File: src/rtl/snow64_mem_access_arbiter_pkg.sv
// Shared types for the memory access arbiter: FSM state, requester ids and port-group structs.
// The priority override macro SNOW64_MEM_ARB_DCACHE_PRIO_EN is consumed by snow64_mem_arb_picker.
package PkgSnow64MemArbiter;

    localparam int ADDR_W = 64;
    localparam int LINE_W = 256;

    typedef enum logic [0:0] {
        StIdle       = 1'b0,
        StWaitForMem = 1'b1
    } state_t;

    typedef enum logic [0:0] {
        ReqICache = 1'b0,
        ReqDCache = 1'b1
    } requester_t;

    typedef struct packed {
        logic              req;
        logic [ADDR_W-1:0] addr;
    } icache_req_t;

    typedef struct packed {
        logic              valid;
        logic [LINE_W-1:0] data;
    } icache_resp_t;

    typedef struct packed {
        logic              req;
        logic              we;
        logic [ADDR_W-1:0] addr;
        logic [LINE_W-1:0] wdata;
    } dcache_req_t;

    typedef struct packed {
        logic              valid;
        logic [LINE_W-1:0] rdata;
    } dcache_resp_t;

    typedef struct packed {
        logic              req;
        logic              we;
        logic [ADDR_W-1:0] addr;
        logic [LINE_W-1:0] wdata;
    } mem_access_out_t;

    typedef struct packed {
        logic              valid;
        logic [LINE_W-1:0] rdata;
    } mem_access_in_t;

endpackage

File: src/rtl/snow64_mem_arb_picker.sv
// Combinational winner selection between the icache and dcache candidates.
// Round-robin by default; SNOW64_MEM_ARB_DCACHE_PRIO_EN makes dcache win every tie.
module snow64_mem_arb_picker
    import PkgSnow64MemArbiter::*;
(
    input  logic       cand_icache,
    input  logic       cand_dcache,
    input  requester_t last_served,
    output logic       grant_valid,
    output requester_t grant
);

`ifdef SNOW64_MEM_ARB_DCACHE_PRIO_EN
    // History is still kept by the top but has no effect on the choice here.
    logic unused_last_served;
    assign unused_last_served = last_served[0];
`endif

    always_comb begin
        grant_valid = cand_icache | cand_dcache;
        grant       = ReqICache;
        if (cand_icache && cand_dcache) begin
`ifdef SNOW64_MEM_ARB_DCACHE_PRIO_EN
            grant = ReqDCache;
`else
            grant = (last_served == ReqDCache) ? ReqICache : ReqDCache;
`endif
        end else if (cand_dcache) begin
            grant = ReqDCache;
        end
    end

endmodule

File: src/rtl/snow64_mem_access_arbiter.sv
// Shares one memory line port between icache fills and dcache reads/write-backs, one transaction at a time.
// Tie policy selected by SNOW64_MEM_ARB_DCACHE_PRIO_EN (see snow64_mem_arb_picker).
module snow64_mem_access_arbiter
    import PkgSnow64MemArbiter::*;
#(
    parameter int ADDR_WIDTH = ADDR_W,
    parameter int LINE_WIDTH = LINE_W
) (
    input  logic                  clk,
    input  logic                  rst_n,
    input  logic                  in_icache_req,
    input  logic [ADDR_WIDTH-1:0] in_icache_addr,
    output logic                  out_icache_valid,
    output logic [LINE_WIDTH-1:0] out_icache_data,
    input  logic                  in_dcache_req,
    input  logic                  in_dcache_we,
    input  logic [ADDR_WIDTH-1:0] in_dcache_addr,
    input  logic [LINE_WIDTH-1:0] in_dcache_wdata,
    output logic                  out_dcache_valid,
    output logic [LINE_WIDTH-1:0] out_dcache_rdata,
    output logic                  out_mem_req,
    output logic                  out_mem_we,
    output logic [ADDR_WIDTH-1:0] out_mem_addr,
    output logic [LINE_WIDTH-1:0] out_mem_wdata,
    input  logic                  in_mem_valid,
    input  logic [LINE_WIDTH-1:0] in_mem_rdata,
    output logic                  out_busy
);

    // Handshake: every req/valid here is a single-cycle pulse with no ready; a req
    // that cannot be held (slot full or its own transaction in flight) is dropped.
    state_t          state;
    requester_t      grant;
    requester_t      last_served;
    requester_t      winner;
    icache_req_t     i_slot;
    dcache_req_t     d_slot;
    mem_access_out_t mem_q;
    icache_resp_t    i_resp_q;
    dcache_resp_t    d_resp_q;

    logic                  in_flight_i, in_flight_d;
    logic                  fill_i, fill_d;
    logic                  cand_i, cand_d;
    logic                  pick_valid;
    logic [ADDR_WIDTH-1:0] sel_i_addr, sel_d_addr;
    logic                  sel_d_we;
    logic [LINE_WIDTH-1:0] sel_d_wdata;

    assign in_flight_i = (state == StWaitForMem) && (grant == ReqICache);
    assign in_flight_d = (state == StWaitForMem) && (grant == ReqDCache);
    assign fill_i      = in_icache_req && !i_slot.req && !in_flight_i;
    assign fill_d      = in_dcache_req && !d_slot.req && !in_flight_d;

    // Same-cycle pulses bypass the slot so an idle arbiter issues on the next edge.
    assign cand_i      = (state == StIdle) && (i_slot.req || in_icache_req);
    assign cand_d      = (state == StIdle) && (d_slot.req || in_dcache_req);
    assign sel_i_addr  = i_slot.req ? i_slot.addr  : in_icache_addr;
    assign sel_d_addr  = d_slot.req ? d_slot.addr  : in_dcache_addr;
    assign sel_d_we    = d_slot.req ? d_slot.we    : in_dcache_we;
    assign sel_d_wdata = d_slot.req ? d_slot.wdata : in_dcache_wdata;

    snow64_mem_arb_picker u_picker (
        .cand_icache (cand_i),
        .cand_dcache (cand_d),
        .last_served (last_served),
        .grant_valid (pick_valid),
        .grant       (winner)
    );

    always_ff @(posedge clk or negedge rst_n) begin
        if (!rst_n) begin
            state       <= StIdle;
            grant       <= ReqICache;
            last_served <= ReqDCache;
            i_slot      <= '0;
            d_slot      <= '0;
            mem_q       <= '0;
            i_resp_q    <= '0;
            d_resp_q    <= '0;
        end else begin
            mem_q.req      <= 1'b0;
            i_resp_q.valid <= 1'b0;
            d_resp_q.valid <= 1'b0;

            if (fill_i) begin
                i_slot.req  <= 1'b1;
                i_slot.addr <= in_icache_addr;
            end
            if (fill_d) begin
                d_slot.req   <= 1'b1;
                d_slot.we    <= in_dcache_we;
                d_slot.addr  <= in_dcache_addr;
                d_slot.wdata <= in_dcache_wdata;
            end

            if (state == StIdle) begin
                if (pick_valid) begin
                    mem_q.req <= 1'b1;
                    grant     <= winner;
                    state     <= StWaitForMem;
                    if (winner == ReqICache) begin
                        mem_q.we    <= 1'b0;
                        mem_q.addr  <= sel_i_addr;
                        mem_q.wdata <= '0;
                        i_slot.req  <= 1'b0;
                    end else begin
                        mem_q.we    <= sel_d_we;
                        mem_q.addr  <= sel_d_addr;
                        mem_q.wdata <= sel_d_wdata;
                        d_slot.req  <= 1'b0;
                    end
                end
            end else if (in_mem_valid) begin
                if (grant == ReqICache) begin
                    i_resp_q.valid <= 1'b1;
                    i_resp_q.data  <= in_mem_rdata;
                end else begin
                    d_resp_q.valid <= 1'b1;
                    if (!mem_q.we) begin
                        d_resp_q.rdata <= in_mem_rdata;
                    end
                end
                last_served <= grant;
                state       <= StIdle;
            end
        end
    end

    assign out_mem_req      = mem_q.req;
    assign out_mem_we       = mem_q.we;
    assign out_mem_addr     = mem_q.addr;
    assign out_mem_wdata    = mem_q.wdata;
    assign out_icache_valid = i_resp_q.valid;
    assign out_icache_data  = i_resp_q.data;
    assign out_dcache_valid = d_resp_q.valid;
    assign out_dcache_rdata = d_resp_q.rdata;
    assign out_busy         = (state == StWaitForMem);

endmodule
File: config.mk
export PLATFORM = sky130hd
export DESIGN_NAME = snow64_mem_access_arbiter
export DESIGN_NICKNAME = d
export VERILOG_FILES = /design/src/rtl/snow64_mem_access_arbiter_pkg.sv /design/src/rtl/snow64_mem_arb_picker.sv /design/src/rtl/snow64_mem_access_arbiter.sv
export SDC_FILE = /design/constraint.sdc
export NUM_CORES = 2
export LEC_CHECK = 0
export ABC_AREA = 0
export CAP_MARGIN = 40
export CORE_AREA = 2 2 584 586
export CTS_CLUSTER_DIAMETER = 50
export DETAILED_ROUTE_END_ITERATION = 6
export DIE_AREA = 0 0 586 588
export PLACE_DENSITY = 0.41
export RECOVER_POWER = 50
export SYNTH_ARGS = -nofsm -noshare
export SYNTH_HDL_FRONTEND = slang
export SYNTH_SLANG_ARGS = --single-unit
File: constraint.sdc
create_clock -name clk -period 5.7 [get_ports clk]
set_clock_uncertainty 0.2 [all_clocks]
set_input_delay 1.14 -clock clk [delete_from_list [all_inputs] [get_ports clk]]
set_output_delay 1.14 -clock clk [all_outputs]
set_load 0.02 [all_outputs]
==> key figures <==
Detailed routing
  – Total routed wirelength: 252100 µm
  – Residual DRC count: 0
  – Vias per cell: 3.686
  – Pre-Repair DR Iteration Count: 4
  – Vias: 34830
  – DR iter-0 viols: 1646
  – Drt wl/cell: 26.67 µm
  – ANT nets after route: 0

Yosys
  – Syn Nets: 3793
  – Yosys reg bits: 1226
  – Mapped Cells: 3147
  – Register area share after synthesis: 0.6054
  – Mux share of post-synthesis cell area: 0.2754
  – Largest family of logic cells by synthesized area: multiplexers
  – Synth area leaders: dfrtp_1, mux2_2, mux2i_1
  – Synth Area in Compound Gates: 0.09017
  – Simple-gate area share of the yosys netlist: 0.001432
  – Post-synth top area cell: dfrtp_1
  – Top cell type's share of synthesized area: 0.6049
  – Post-Syn Area: 50680 µm²
  – Synth Warn #: 0
  – XOR/XNOR share of the synthesized area: 0
  – Post-synth cell types: 32
  – Post-synthesis adder-cell area fraction: 0
  – Synth Area per Inst: 16.10 µm²

Clocking
  – Worst-path clk slew: 0.06 ns
  – CTS tree: done
  – Num CTS Buffers: 218
  – H-tree depth: 4
  – CTS Root Cell: clkbuf_16
  – Clk buf depth: 4
  – Later-pin clock latency in the skew report: 0.87 ns
  – Clk sink count: 1226

GRT
  – Antenna violations before repair: 102
  – GRT Overall Usage: 0.1411
  – Vias in the first global route: 36720
  – Pin count of the biggest net entering global routing: 125
  – GR Overflow Total: 0
  – First-pass GRT wire length: 335900 µm

Finish
  – Layout cells sized above 1: 0.3117
  – Nets: 5362
  – Area Overhead vs Synth: 54.98%
  – Most frequent cells in the layout: clkdlybuf4s50_1, dfrtp_1, mux2_2, mux2i_1, clkbuf_16
  – Most common cell after layout, fill and taps aside: clkdlybuf4s50_1

Timing
  – Setup TNS: 0 ns
  – RSZ-0062 raised after global routing: false
  – Slew at the pin with the worst max-slew slack: 2.716 ns
  – Final Cycle Share: 0.8041
  – Final slew viol count: 407
  – Fin. Hold Viols: 0
  – Worst Slack Setup Final: 1.117 ns
  – Fmax: 0.2182 GHz
  – Worst relative slew slack: -0.8107
  – Minimum clock period: 4.583 ns
  – Worst hold margin: 0.2876 ns
  – # setup viols final: 0

Placement
  – Final GP Congestion: 0.8692
  – Pre-CTS setup slack: 1.751 ns
  – IO buf count: 1482
  – HPWL Detailed: 193800 µm

Setup path
  – Critical Path Start: d_slot[321]
  – CP Depth: 4
  – Setup crit start kind: register
  – R2R Path Start: d_slot[321]
  – Worst endpoint required time: 6.22 ns
  – Critical path peak fanout: 100
  – Crit path cell chain: buf_12 > buf_12 > mux2i_1 > o221ai_2
  – Reg2reg end: out_mem_addr[50]
  – FF-to-FF path depth: 4
  – Crit path top cell by count: buf_12
  – Critical-path top delay cell: dfrtp_1
  – Crit path max-delay family: flip-flops
  – Arrival @ worst endpoint: 5.10 ns
  – Critical Path Max Stage Delay: 2.19 ns
  – Crit path capture: out_mem_addr[50]
  – Crit path capture type: register
  – Buffer and inverter count on the worst path: 2
  – Kind of critical path: register to register
  – R2R Setup Slk: 1.12 ns

Outcome
  – Failing checks: max-capacitance violations, max-slew violations
  – Status: complete, but fails checks

Floorplan
  – Initial core utilization: 0.1497
  – Die width: 586 µm
  – Num ports: 1483
  – DIE HEIGHT: 588 µm
  – Die area: 344600 µm²
  – Rows: 214
  – Core area: 338400 µm²

Power
  – Pwr Density: 670.4 nW/µm²
  – Psw: 20.24 mW
  – Clk network pwr share: 0.255
  – Gate power share: 0.448
  – Leak: 31.54 nW
  – Sequential Power Share: 0.297
  – Int Power: 32.41 mW
  – Max VDD drop: 0.0003474 V
  – Final Power: 52.66 mW
  – Sw frac: 0.3845

Min path
  – Hold Path Class: register to register

Run
  – Maximum capacitance violations: 10
[power by group through the flow]
| stage | clock network [mW] | registers, mW | logic (mW) |
|---|---|---|---|
| 2_1_floorplan | 0 | 18.5 | 9.34 |
| 3_3_place_gp | 0 | 15.7 | 23.8 |
| 3_5_place_dp | 0 | 15.8 | 24.2 |
| 4_1_cts | 13.9 | 15.7 | 24.2 |
| 5_1_grt | 14.3 | 16.2 | 25.0 |
| 6_report | 13.4 | 15.6 | 23.6 |
[Yosys cell counts]
master,instances
nand2_1,2
o2bb2ai_2,189
o221ai_1,34
mux2_1,52
and3b_1,1
a21o_1,2
mux2_2,845
nand2b_1,2
a21oi_1,2
or2_2,1
dfrtp_1,1225
buf_6,35
buf_4,38
a211oi_1,1
clkbuf_2,1
nor2_1,3
nand3b_1,1
o2bb2ai_1,68
o211ai_2,1
o21ai_0,65
or2_1,1
o221ai_2,30
a21oi_2,1
a211o_1,1
and3_1,1
clkbuf_1,54
mux2i_1,385
nor4_1,1
inv_1,2
buf_2,98
buf_1,4
dfstp_2,1
[kinds of logic (layout without fill, tap and decap cells)]
logic type             count (synthesis)  after routing
multiplexers                        1282           1282
flip-flops                          1226           1226
AO/OA/AOI/OAI                        394            394
buffers and inverters                232           1978
AND/OR/NAND/NOR                       13             13
other                                  0             21
[worst min-delay path by stage]
stage                                  start                   to  cells after the start
after floorplan                    i_slot[0]            i_slot[0]                      1
after global placement    out_mem_wdata[120]   out_mem_wdata[120]                      1
after detailed placement  out_mem_wdata[105]   out_mem_wdata[105]                      1
after CTS                              rst_n  out_icache_data[64]                      1
after global routing      out_mem_wdata[122]   out_mem_wdata[122]                      1
final                     out_mem_wdata[105]   out_mem_wdata[105]                      1
[layer usage]
layer | up-vias | wire (µm) | GRT usage | share of wire
li1 | 14940 | - | - | -
met1 | 18150 | 99150 | 0.1660 | 0.39
met2 | 1306 | 119700 | 0.2340 | 0.47
met3 | 372 | 26480 | 0.06022 | 0.11
met4 | 62 | 6382 | 0.03627 | 0.025
met5 | - | 390 | 0 | 0.0015
[metrics by stage]
step	area (µm²)	cells	util
floorplan	50680	3147	-
global placement	70830	9016	0.2093
detailed placement	71170	9031	0.2103
CTS	78670	9428	0.2324
global route	78510	9439	0.2320
finish	78540	9450	0.2321
[worst reg2reg max path: cells and delay by family (launching register included)]
family	cells	cell delay [ns]
DFF	1	2.19
muxes	1	0.69
buffers and inverters	2	1.19
AOI/OAI and AO/OA	1	0.17
[sequential cells by signal, summed over array words and instances, names as in the netlist]
register          cells
d_slot              322
out_dcache_rdata    256
out_icache_data     256
out_mem_wdata       256
i_slot               65
out_mem_addr         64
grant                 1
last_served           1
out_busy              1
out_dcache_valid      1
out_icache_valid      1
out_mem_req           1
out_mem_we            1
[cell type report]
| cell class | instances | area, µm² |
|---|---|---|
| inverters | 2 | 7.507 |
| repair buffers | 1579 | 16020 |
| well taps | 4536 | 5675 |
| multi-input cells | 1689 | 18600 |
| flip-flops and latches | 1226 | 30680 |
| diodes | 21 | 52.55 |
| fillers | 35790 | 259900 |
| clock inverters | 140 | 1684 |
| clock buffers | 257 | 5812 |
[what timing repair did]
item	4_1_cts	5_1_grt
hold buffers	0	1
gates resized for setup	0	0
buffers inserted	0	0
hold endpoints to repair	0	1
(Power assumes the default switching activity.)
